--- src/rtl/cpu_pkg.sv ---
// Shared definitions for the hardwired control sequencer and the bus datapath:
// opcode constants, the control-step enum, ALU one-hot bit positions and an
// opcode classifier. CU_BRANCH_EN enables the conditional branch opcode.
package cpu_pkg;

  // Opcodes, ir[31:27]
  localparam logic [4:0] OP_LD   = 5'b00000;
  localparam logic [4:0] OP_LDI  = 5'b00001;
  localparam logic [4:0] OP_ST   = 5'b00010;
  localparam logic [4:0] OP_ADD  = 5'b00011;
  localparam logic [4:0] OP_SUB  = 5'b00100;
  localparam logic [4:0] OP_AND  = 5'b00101;
  localparam logic [4:0] OP_OR   = 5'b00110;
  localparam logic [4:0] OP_ADDI = 5'b01100;
  localparam logic [4:0] OP_ANDI = 5'b01101;
  localparam logic [4:0] OP_ORI  = 5'b01110;
  localparam logic [4:0] OP_BR   = 5'b10010;
  localparam logic [4:0] OP_NOP  = 5'b11010;
  localparam logic [4:0] OP_HALT = 5'b11011;

  // ALU one-hot bit positions, shared with the datapath
  localparam int ALU_ADD = 0;
  localparam int ALU_SUB = 1;
  localparam int ALU_AND = 8;
  localparam int ALU_OR  = 9;

  // Control steps
  typedef enum logic [3:0] {
    ST_RST  = 4'd0,
    ST_T0   = 4'd1,
    ST_T1   = 4'd2,
    ST_T2   = 4'd3,
    ST_T3   = 4'd4,
    ST_T4   = 4'd5,
    ST_T5   = 4'd6,
    ST_T6   = 4'd7,
    ST_T7   = 4'd8,
    ST_HALT = 4'd9
  } state_t;

  // Instruction families that share an execute sequence
  typedef enum logic [2:0] {
    CLS_NOP  = 3'd0,
    CLS_LDI  = 3'd1,
    CLS_ALUI = 3'd2,
    CLS_ALU  = 3'd3,
    CLS_LD   = 3'd4,
    CLS_ST   = 3'd5,
    CLS_BR   = 3'd6,
    CLS_HALT = 3'd7
  } op_class_t;

  // Unknown opcodes fall into the nop family
  function automatic op_class_t op_class(input logic [4:0] op);
    case (op)
      OP_LD:                    return CLS_LD;
      OP_LDI:                   return CLS_LDI;
      OP_ST:                    return CLS_ST;
      OP_ADD, OP_SUB,
      OP_AND, OP_OR:            return CLS_ALU;
      OP_ADDI, OP_ANDI, OP_ORI: return CLS_ALUI;
`ifdef CU_BRANCH_EN
      OP_BR:                    return CLS_BR;
`endif
      OP_HALT:                  return CLS_HALT;
      default:                  return CLS_NOP;
    endcase
  endfunction

endpackage

--- src/rtl/cu_step_counter.sv ---
// Control-step register and next-step logic. Fetch is fixed at T0-T2; the
// opcode family picks how far the execute phase runs before returning to T0.
module cu_step_counter
  import cpu_pkg::*;
(
  input  logic       clk,
  input  logic       clr,
  input  logic [4:0] opcode,
  output state_t     state
);

  state_t    state_q, state_d;
  op_class_t cls;

  // Next step: linear walk, with family-dependent exits at T3, T5 and T6
  always_comb begin
    state_d = state_q;
    cls     = op_class(opcode);
    case (state_q)
      ST_RST:  state_d = ST_T0;
      ST_T0:   state_d = ST_T1;
      ST_T1:   state_d = ST_T2;
      ST_T2:   state_d = ST_T3;
      ST_T3: begin
        case (cls)
          CLS_HALT: state_d = ST_HALT;
          CLS_NOP:  state_d = ST_T0;
          default:  state_d = ST_T4;
        endcase
      end
      ST_T4:   state_d = ST_T5;
      ST_T5:   state_d = (cls == CLS_LD || cls == CLS_ST || cls == CLS_BR) ? ST_T6 : ST_T0;
      ST_T6:   state_d = (cls == CLS_LD || cls == CLS_ST) ? ST_T7 : ST_T0;
      ST_T7:   state_d = ST_T0;
      ST_HALT: state_d = ST_HALT;
      default: state_d = ST_RST;
    endcase
  end

  // Step register; clr drops straight to RST so strobes clear mid-cycle
  always_ff @(posedge clk or posedge clr) begin
    if (clr) state_q <= ST_RST;
    else     state_q <= state_d;
  end

  assign state = state_q;

endmodule

--- src/rtl/control_unit.sv ---
// Hardwired control sequencer: decodes the current step and ir[31:27] into
// datapath strobes (Moore outputs). CU_BRANCH_EN adds the conditional branch;
// without it the branch opcode runs as nop and con is ignored.
// ALU_W must be at least 10 to hold the OR bit.
module control_unit
  import cpu_pkg::*;
#(
  parameter int ALU_W = 12
) (
  input  logic              clk,
  input  logic              clr,
  input  logic [31:0]       ir,
  input  logic              con,
  output logic              PCout, MARin, IncPC, Zin, Zlowout, PCin,
  output logic              MDRRead, MDRin, MDRout, IRin, Yin, Cout, BAout,
  output logic              Gra, Grb, Grc, Rin_in, Rout_in,
  output logic              RAMread, RAMwrite, CONin,
  output logic [ALU_W-1:0]  ALUControl,
  output logic              run
);

  state_t          state;
  op_class_t       cls;
  logic [4:0]      opcode;
  logic [ALU_W-1:0] alu_op;

  assign opcode = ir[31:27];

  cu_step_counter u_step (
    .clk    (clk),
    .clr    (clr),
    .opcode (opcode),
    .state  (state)
  );

`ifdef CU_BRANCH_EN
  logic unused_ir;
  assign unused_ir = ^ir[26:0];
`else
  logic unused_ir_con;
  assign unused_ir_con = ^{ir[26:0], con};
`endif

  // Operation selected by the opcode for the ALU step of arithmetic families
  always_comb begin
    alu_op = '0;
    case (opcode)
      OP_SUB:          alu_op[ALU_SUB] = 1'b1;
      OP_AND, OP_ANDI: alu_op[ALU_AND] = 1'b1;
      OP_OR,  OP_ORI:  alu_op[ALU_OR]  = 1'b1;
      default:         alu_op[ALU_ADD] = 1'b1;
    endcase
  end

  // Strobe decode per step; every step names its single bus driver
  always_comb begin
    {PCout, MARin, IncPC, Zin, Zlowout, PCin, MDRRead, MDRin, MDRout, IRin,
     Yin, Cout, BAout, Gra, Grb, Grc, Rin_in, Rout_in, RAMread, RAMwrite,
     CONin} = '0;
    ALUControl = '0;
    run        = (state != ST_RST) && (state != ST_HALT);
    cls        = op_class(opcode);
    case (state)
      ST_T0: begin PCout = 1'b1; MARin = 1'b1; IncPC = 1'b1; Zin = 1'b1; end
      ST_T1: begin
        Zlowout = 1'b1; PCin = 1'b1; RAMread = 1'b1; MDRRead = 1'b1; MDRin = 1'b1;
      end
      ST_T2: begin MDRout = 1'b1; IRin = 1'b1; end
      ST_T3: begin
        case (cls)
          CLS_LDI, CLS_LD, CLS_ST: begin Grb = 1'b1; BAout = 1'b1; Yin = 1'b1; end
          CLS_ALU, CLS_ALUI:       begin Grb = 1'b1; Rout_in = 1'b1; Yin = 1'b1; end
          CLS_BR:                  begin Gra = 1'b1; Rout_in = 1'b1; CONin = 1'b1; end
          default: ;
        endcase
      end
      ST_T4: begin
        case (cls)
          CLS_LDI, CLS_LD, CLS_ST: begin
            Cout = 1'b1; Zin = 1'b1; ALUControl[ALU_ADD] = 1'b1;
          end
          CLS_ALUI: begin Cout = 1'b1; Zin = 1'b1; ALUControl = alu_op; end
          CLS_ALU:  begin Grc = 1'b1; Rout_in = 1'b1; Zin = 1'b1; ALUControl = alu_op; end
          CLS_BR:   begin PCout = 1'b1; Yin = 1'b1; end
          default: ;
        endcase
      end
      ST_T5: begin
        case (cls)
          CLS_LDI, CLS_ALU, CLS_ALUI: begin Zlowout = 1'b1; Gra = 1'b1; Rin_in = 1'b1; end
          CLS_LD, CLS_ST:             begin Zlowout = 1'b1; MARin = 1'b1; end
          CLS_BR: begin Cout = 1'b1; Zin = 1'b1; ALUControl[ALU_ADD] = 1'b1; end
          default: ;
        endcase
      end
      ST_T6: begin
        case (cls)
          CLS_LD: begin RAMread = 1'b1; MDRRead = 1'b1; MDRin = 1'b1; end
          CLS_ST: begin Gra = 1'b1; Rout_in = 1'b1; MDRin = 1'b1; end
          CLS_BR: begin Zlowout = con; PCin = con; end
          default: ;
        endcase
      end
      ST_T7: begin
        case (cls)
          CLS_LD: begin MDRout = 1'b1; Gra = 1'b1; Rin_in = 1'b1; end
          CLS_ST: RAMwrite = 1'b1;
          default: ;
        endcase
      end
      default: ;
    endcase
  end

endmodule
--- config.mk ---
export PLATFORM = sky130hd
export DESIGN_NAME = control_unit
export DESIGN_NICKNAME = d
export VERILOG_FILES = /design/src/rtl/cpu_pkg.sv /design/src/rtl/cu_step_counter.sv /design/src/rtl/control_unit.sv
export SDC_FILE = /design/constraint.sdc
export NUM_CORES = 1
export LEC_CHECK = 0
export ABC_CLOCK_PERIOD_IN_PS = 1400
export CORE_MARGIN = 10
export CORE_UTILIZATION = 30
export DETAILED_ROUTE_END_ITERATION = 10
export PLACE_DENSITY_LB_ADDON = 0.25
export RECOVER_POWER = 25
export SYNTH_ARGS = -nofsm -noshare
export SYNTH_HDL_FRONTEND = slang
export SYNTH_SLANG_ARGS = --single-unit
--- constraint.sdc ---
create_clock -name clk -period 1.4 [get_ports clk]
set_input_delay 0.21 -clock clk [delete_from_list [all_inputs] [get_ports clk]]
set_output_delay 0.21 -clock clk [all_outputs]
set_load 0.05 [all_outputs]
# --- Yosys cells after proc, flatten, opt, wreduce, memory -nomap -nowiden ---
# Memory sizes are Yosys's and may differ from the RTL's.
# Cells that the tools add are included.
totals:
  reg_bits: 4
  latchBits: 0
  ram_bits: 0
  romBits: 192
  in_bits: 35
  n_memories: 2
classes:
  add_sub_neg: 0
  mul: 0
  div_mod_pow: 0
  magnitude_cmp: 0
  n_eq_ne: 25
  n_shift: 0
  mux: 43
  n_bitwise: 0
  n_reduce_logical: 17
mem_list:
  columns: ["memory", "depth", "width", "rd", "rd_clocked_by_memory_dff", "wr", "line_no", "source"]
  rows:
  - ["(no name shown)", 32, 3, 1, 0, 0, "cpu_pkg.sv:55", "case (op)"]
  - ["(no name shown)", 32, 3, 1, 0, 0, "cpu_pkg.sv:55", null]
op_table:
  columns: ["operator", "count"]
  rows:
  - ["$pmux 4 s9", 1]
  - ["$mux 1", 22]
  - ["$pmux 1 s2", 11]
  - ["$eq 3x3->1 const B", 7]
  - ["$eq 4x3->1 const B", 4]
  - ["$eq 5x3->1 const B", 3]
  - ["$mux 11", 1]
  - ["$eq 5x4->1 const B", 2]
  - ["$reduce_or 2->1", 5]
  - ["$reduce_or 5->1", 2]
  - ["$mux 9", 1]
  - ["$pmux 1 s3", 3]
  - ["$reduce_or 3->1", 3]
  - ["$eq 4x2->1 const B", 2]
  - ["$eq 4x4->1 const B", 2]
  - ["$pmux 4 s2", 1]
  - ["$eq 3x2->1 const B", 2]
  - ["$eq 4x1->1 const B", 1]
  - ["$logic_not 4->1", 1]
  - ["$mux 4", 1]
  - ["$ne 4x4->1 const B", 1]
  - ["$pmux 1 s4", 1]
  - ["$reduce_bool 4->1", 1]
  - ["$reduce_or 4->1", 1]
  - ["5 further kinds", 6]

# --- Longest topological paths before layout ---
# An unclocked memory read counts as a cell.
depth:
  word_depth: 6
  mapped_depth: 5
  mapped_depth_nobuf: 3

# --- By module ---
# Synthesis repeated with hierarchy kept, for this count alone.
hier_totals:
  cells_unflattened: 110
  hier_area_um2: 743.2
by_module_without_submodules:
  columns: ["module", "instances", "cells_each", "area_per_inst_um2", "seq_area_each_um2"]
  rows:
  - ["control_unit", 1, 82, 484.2, 0.0]
  - ["cu_step_counter", 1, 28, 259.0, 100.1]

# --- Worst setup path after synthesis ---
# No wires, ideal clock.
synth_timing:
  kind: "register to output"
  from: "register u_step.state_q[0], in the netlist u_step.state[0]"
  to: "output Zin"
  arrival_time_ns: 2.005
  required_time_ns: 1.190
  setup_slack_ns: -0.815
  stages_incl_launch_ff: 4
  n_path_buf: 1
  cell_sequence: "dfrtp_1 > clkbuf_1 > nand2_1 > a211oi_1"
synth_via:
  elab_chain_cells: 2
  elab_cells_between_ends: 4
synth_lines:
  columns: ["item", "line_no", "source"]
  rows:
  - ["from (decl)", "cu_step_counter.sv:12", "state_t state_q, state_d;"]
  - ["from (signal assigned)", "cu_step_counter.sv:43", "else state_q <= state_d;"]
  - ["$eq 4x3->1 or $eq 4x1->1 (tied branches)", "control_unit.sv:63", "case (state)"]
  - ["$pmux 1 s3 *", "control_unit.sv:63", null]
  - ["to (decl)", "control_unit.sv:14", "output logic PCout, MARin, IncPC, Zin, Zlowout, PCin,"]
# Mark *: on every way between the ends. The rest lies on a longest branch, timed or not.

# --- Final worst setup path ---
layout_timing:
  from: "register u_step.state_q[2], in the netlist u_step.state[2]"
  to: "output Gra"
layout_via:
  elab_chain_cells: 2
  elab_cells_between_ends: 5
layout_lines:
  columns: ["item", "line_no", "source"]
  rows:
  - ["$eq 4x4->1 or $eq 4x3->1 (tied branches)", "control_unit.sv:63", null]
  - ["$pmux 1 s4 *", "control_unit.sv:63", null]
  - ["to (decl)", "control_unit.sv:16", "output logic Gra, Grb, Grc, Rin_in, Rout_in,"]
# Marks and branches as above.

==> results <==
- The run finished, with violations left.
- The final reports fail on negative setup slack.
- The most used flip-flop cell after synthesis is dfrtp_1.
- The clock-pin slew reported for the worst setup and hold paths after clock tree synthesis is 50 ps.
- Clock tree synthesis selected as its root buffer the cell clkbuf_4.
- The ratio of cells with drive above 1 in the final layout is 78.4%.
- After detailed routing, the number of vias per cell comes to 5.59.
- The power per standard cell area is 1920 nW/µm².
- Along the worst path, the maximum fanout reaches 5.
- The analysis attributes to net switching a power of 2.26 mW.
- After synthesis the cells add up to 778 µm².
- The register area share after synthesis is 12.9%.
- For this block, the via count after detailed routing is 1253.
- The layout has 56 filler cells.
- The worst hold-check path type is in -> async.
- After routing the design area is 2360 µm².
- TritonCTS built the clock tree.
- The number of buffer and inverter instances along the worst setup path is 2.
- STA classifies the critical path startpoint as a flip-flop.
- The max-cap check violation count is 0.
- Entering global routing, the biggest net connects 11 pins.
- The global-route wire length before repair is 7330 µm.
- The number of sinks on the clock net is 4.
- Net switching is 49.9% of the power.
- Setup repair after global routing could not meet its margin everywhere.
- The synthesized design contains 0 enable-type register cells.
- In this run, synthesis produced a sequential element count of 4.
- The smallest clock period supported by the final layout is computed as 1940 ps.
- The number of antenna diodes in the final layout is 0.
- The final global-route overflow total is 0.
- For this run, asynchronously set or reset flops after synthesis account for 100%.
- The boundary pin count is 69.
- In the routed design, unresolved DRC markers number 0.
- The final clock skew is 2.13 ps.
- The part of the power in registers is 6.1%.
- The average instance in the mapped netlist occupies 7.14 µm².
- The worst ir drop on vdd is 2140 µV.
- The fraction of the cycle the final worst path needs is 138%.
- The worst setup path is captured at an output port.
- The placement-stage cell area is 1760 µm².
- The leakage component of the power is 1.00 nW.
- The multi-input logic area is 971 µm².
- The clock buffer count from CTS is 3.
- The floorplan has 18 rows.
- The Yosys step of the flow raised 0 warnings.
- The die is 70.9 µm wide.
- The signal on the critical path passes through buf_6 > nor4b_4 > mux2i_1 > o21ai_4 > buf_12.
- The overall die height is 70.9 µm.
- In this run the number of H-tree levels came out at 1.
- In this run, distinct cell masters in the synthesized netlist total 45.
- The standard cell core area is 2480 µm².
- The placement-stage worst setup slack is -554 ps.
- The cell family with the largest share of critical-path delay is flip-flops.
- For this run, the detailed router's first-pass iteration total came to 4.
- Clock latency on the worst-skew pair, taken at its later pin, is 260 ps.
- The design internal power is 2.27 mW.
- The final layout contains 230 nets.
- The placed wire-length estimate after detailed placement is 2580 µm.
- The data required time at the worst endpoint is 1190 ps.
- The total power is 4.53 mW.
- The maximum achievable frequency is 0.516 GHz.
- In the final timing run, aggregate negative setup slack is -9690 ps.
- Routability-driven placement finished with a final weighted congestion of 0.881.
- The detail route stage leaves a number of antenna-violating nets equal to 0.
- For the worst setup path, the data arrival time is 1730 ps.
- Setup violations remaining at the end of the flow were counted as 27.
- The final number of max-transition violations is 0.
- Combinational logic burns 89.8% of the power.
- The number of flip-flops in the largest register is 4.
- The initial antenna violation count was 0.
- In this design, the stage delay of the slowest critical-path cell is 450 ps.
- Input and output buffers added on the ports amount to 31.
- The number of hold-slack violations in the final timing report is 0.
- The die covers 5030 µm².
- The total track usage is 18.1%.
- The average wire per cell in the routed design is 25.2 µm.
- The flip-flop and latch area is 105 µm².
- Once the floorplan was initialized, standard cells occupied 31.4% of the core.
- The via count of the first global-routing pass is 1359.
- The kind of critical path is reg -> out.
- Counting every instance in the synthesized netlist gives 109.
- The clock power share is 4.1%.
- The routed wire length is 5640 µm.
- The first routing iteration left 98 violations.
- The maximum buffer depth of the clock tree is 2.
- Once routing completed, OpenROAD measured the worst setup slack at -537 ps.
- The final worst hold slack is 290 ps.
- The relative area change from synthesis to final layout is 203%.
- The largest individual stage delay along the critical path comes from the cell dfrtp_2.
[cells in the final DEF, fill, tap and decap left out, types with 2 or more instances in the layout]
master	count
inv_4	2
conb_1	9
clkdlybuf4s15_2	2
buf_6	16
o21ai_4	2
nand2_1	2
nor3_4	5
a31oi_4	2
clkbuf_4	3
dfrtp_2	4
a21oi_1	3
nor2b_4	2
nor3b_1	2
nor2_1	3
nor3b_4	2
nor4_4	2
buf_12	30
nand2_4	4
buf_8	3
inv_1	3
o211ai_1	2
nor2_2	2
dlygate4sd2_1	3
nand3_4	3
and3_4	2
nor2_4	6
buf_4	36
nand2_8	3
[per-layer routing]
| layer | global-route usage [%] | part of all wire (%) |
|---|---|---|
| met1 | 17.1 | 35 |
| met2 | 31.8 | 52 |
| met3 | 6.83 | 8.1 |
| met4 | 11.8 | 5.3 |
| met5 | 0 | 0 |
[path summary, 6_finish.rpt]
check                                               start                   endpoint  slack (ps)  depth (start not counted)
worst max-delay path            u_step.state[2]$_DFF_PP0_                        Gra        -540                          5
worst min-delay path                                  clr  u_step.state[1]$_DFF_PP0_         290                          2
worst max register to register  u_step.state[2]$_DFF_PP0_  u_step.state[3]$_DFF_PP0_         -80                          7
worst min register to register  u_step.state[3]$_DFF_PP0_  u_step.state[1]$_DFF_PP0_         800                          2
max in group asynchronous                             clr  u_step.state[0]$_DFF_PP0_         920                          2
min in group clk                                   ir[30]  u_step.state[3]$_DFF_PP0_         620                          5
[logic make-up after synthesis]
group / Yosys count / share of synthesized area, %
and+or+nand+nor: 55 / 44.2
buffers and inverters: 26 / 19.9
AOI/OAI and AO/OA: 20 / 19.0
DFF: 4 / 12.9
xor gates and xnor gates: 2 / 2.25
muxes: 1 / 1.29
other: 1 / 0.482
[area by class of cell]
type | count | share of cell area (%)
Timing Repair Buffer | 92 | 50.1
Multi-Input combinational cell | 87 | 41.1
Sequential cell | 4 | 4.45
Inverter | 7 | 1.64
Tap cell | 30 | 1.59
Clock buffer | 4 | 1.11
[power by group through the flow]
stage               combinational, mW  sequential [mW]  clock [mW]
detailed placement               2.66            0.239           0
finish                           4.06            0.276       0.185
global placement                 2.62            0.238           0
CTS                              3.52            0.239       0.165
floorplan                        1.60            0.222           0
global route                     4.18            0.280       0.201
[cells in the mapped netlist, types with 2 or more instances]
cell	instances	area share [%]
and2_1	2	1.6
and3_1	2	1.6
nor3_1	5	3.2
nor3b_1	3	2.9
nand3_1	5	3.2
clkbuf_1	2	0.96
nor2b_1	3	2.4
a31oi_1	3	2.4
inv_1	7	3.4
dfrtp_1	4	13
o21ai_0	2	1.3
nor2_1	11	5.3
a21oi_1	4	2.6
o211ai_1	2	1.9
buf_4	12	12
nand2b_1	2	1.6
nand2_1	9	4.3
buf_2	4	2.6
[stage by stage]
step | instances | utilization [%]
after floorplan | 117 | -
after global placement | 196 | 71.2
after detailed placement | 196 | 71.2
after CTS | 217 | 89.0
after global routing | 224 | 95.3
final | 224 | 95.3
[timing repair]
item                       CTS  global route
pin swaps                   25            17
setup endpoints to repair   27            27
setup buffers               18            13
hold endpoints to repair     0             0
gates cloned                 1             0
resized for setup           69            19
hold buffers                 0             0
(Power assumes the default switching activity.)
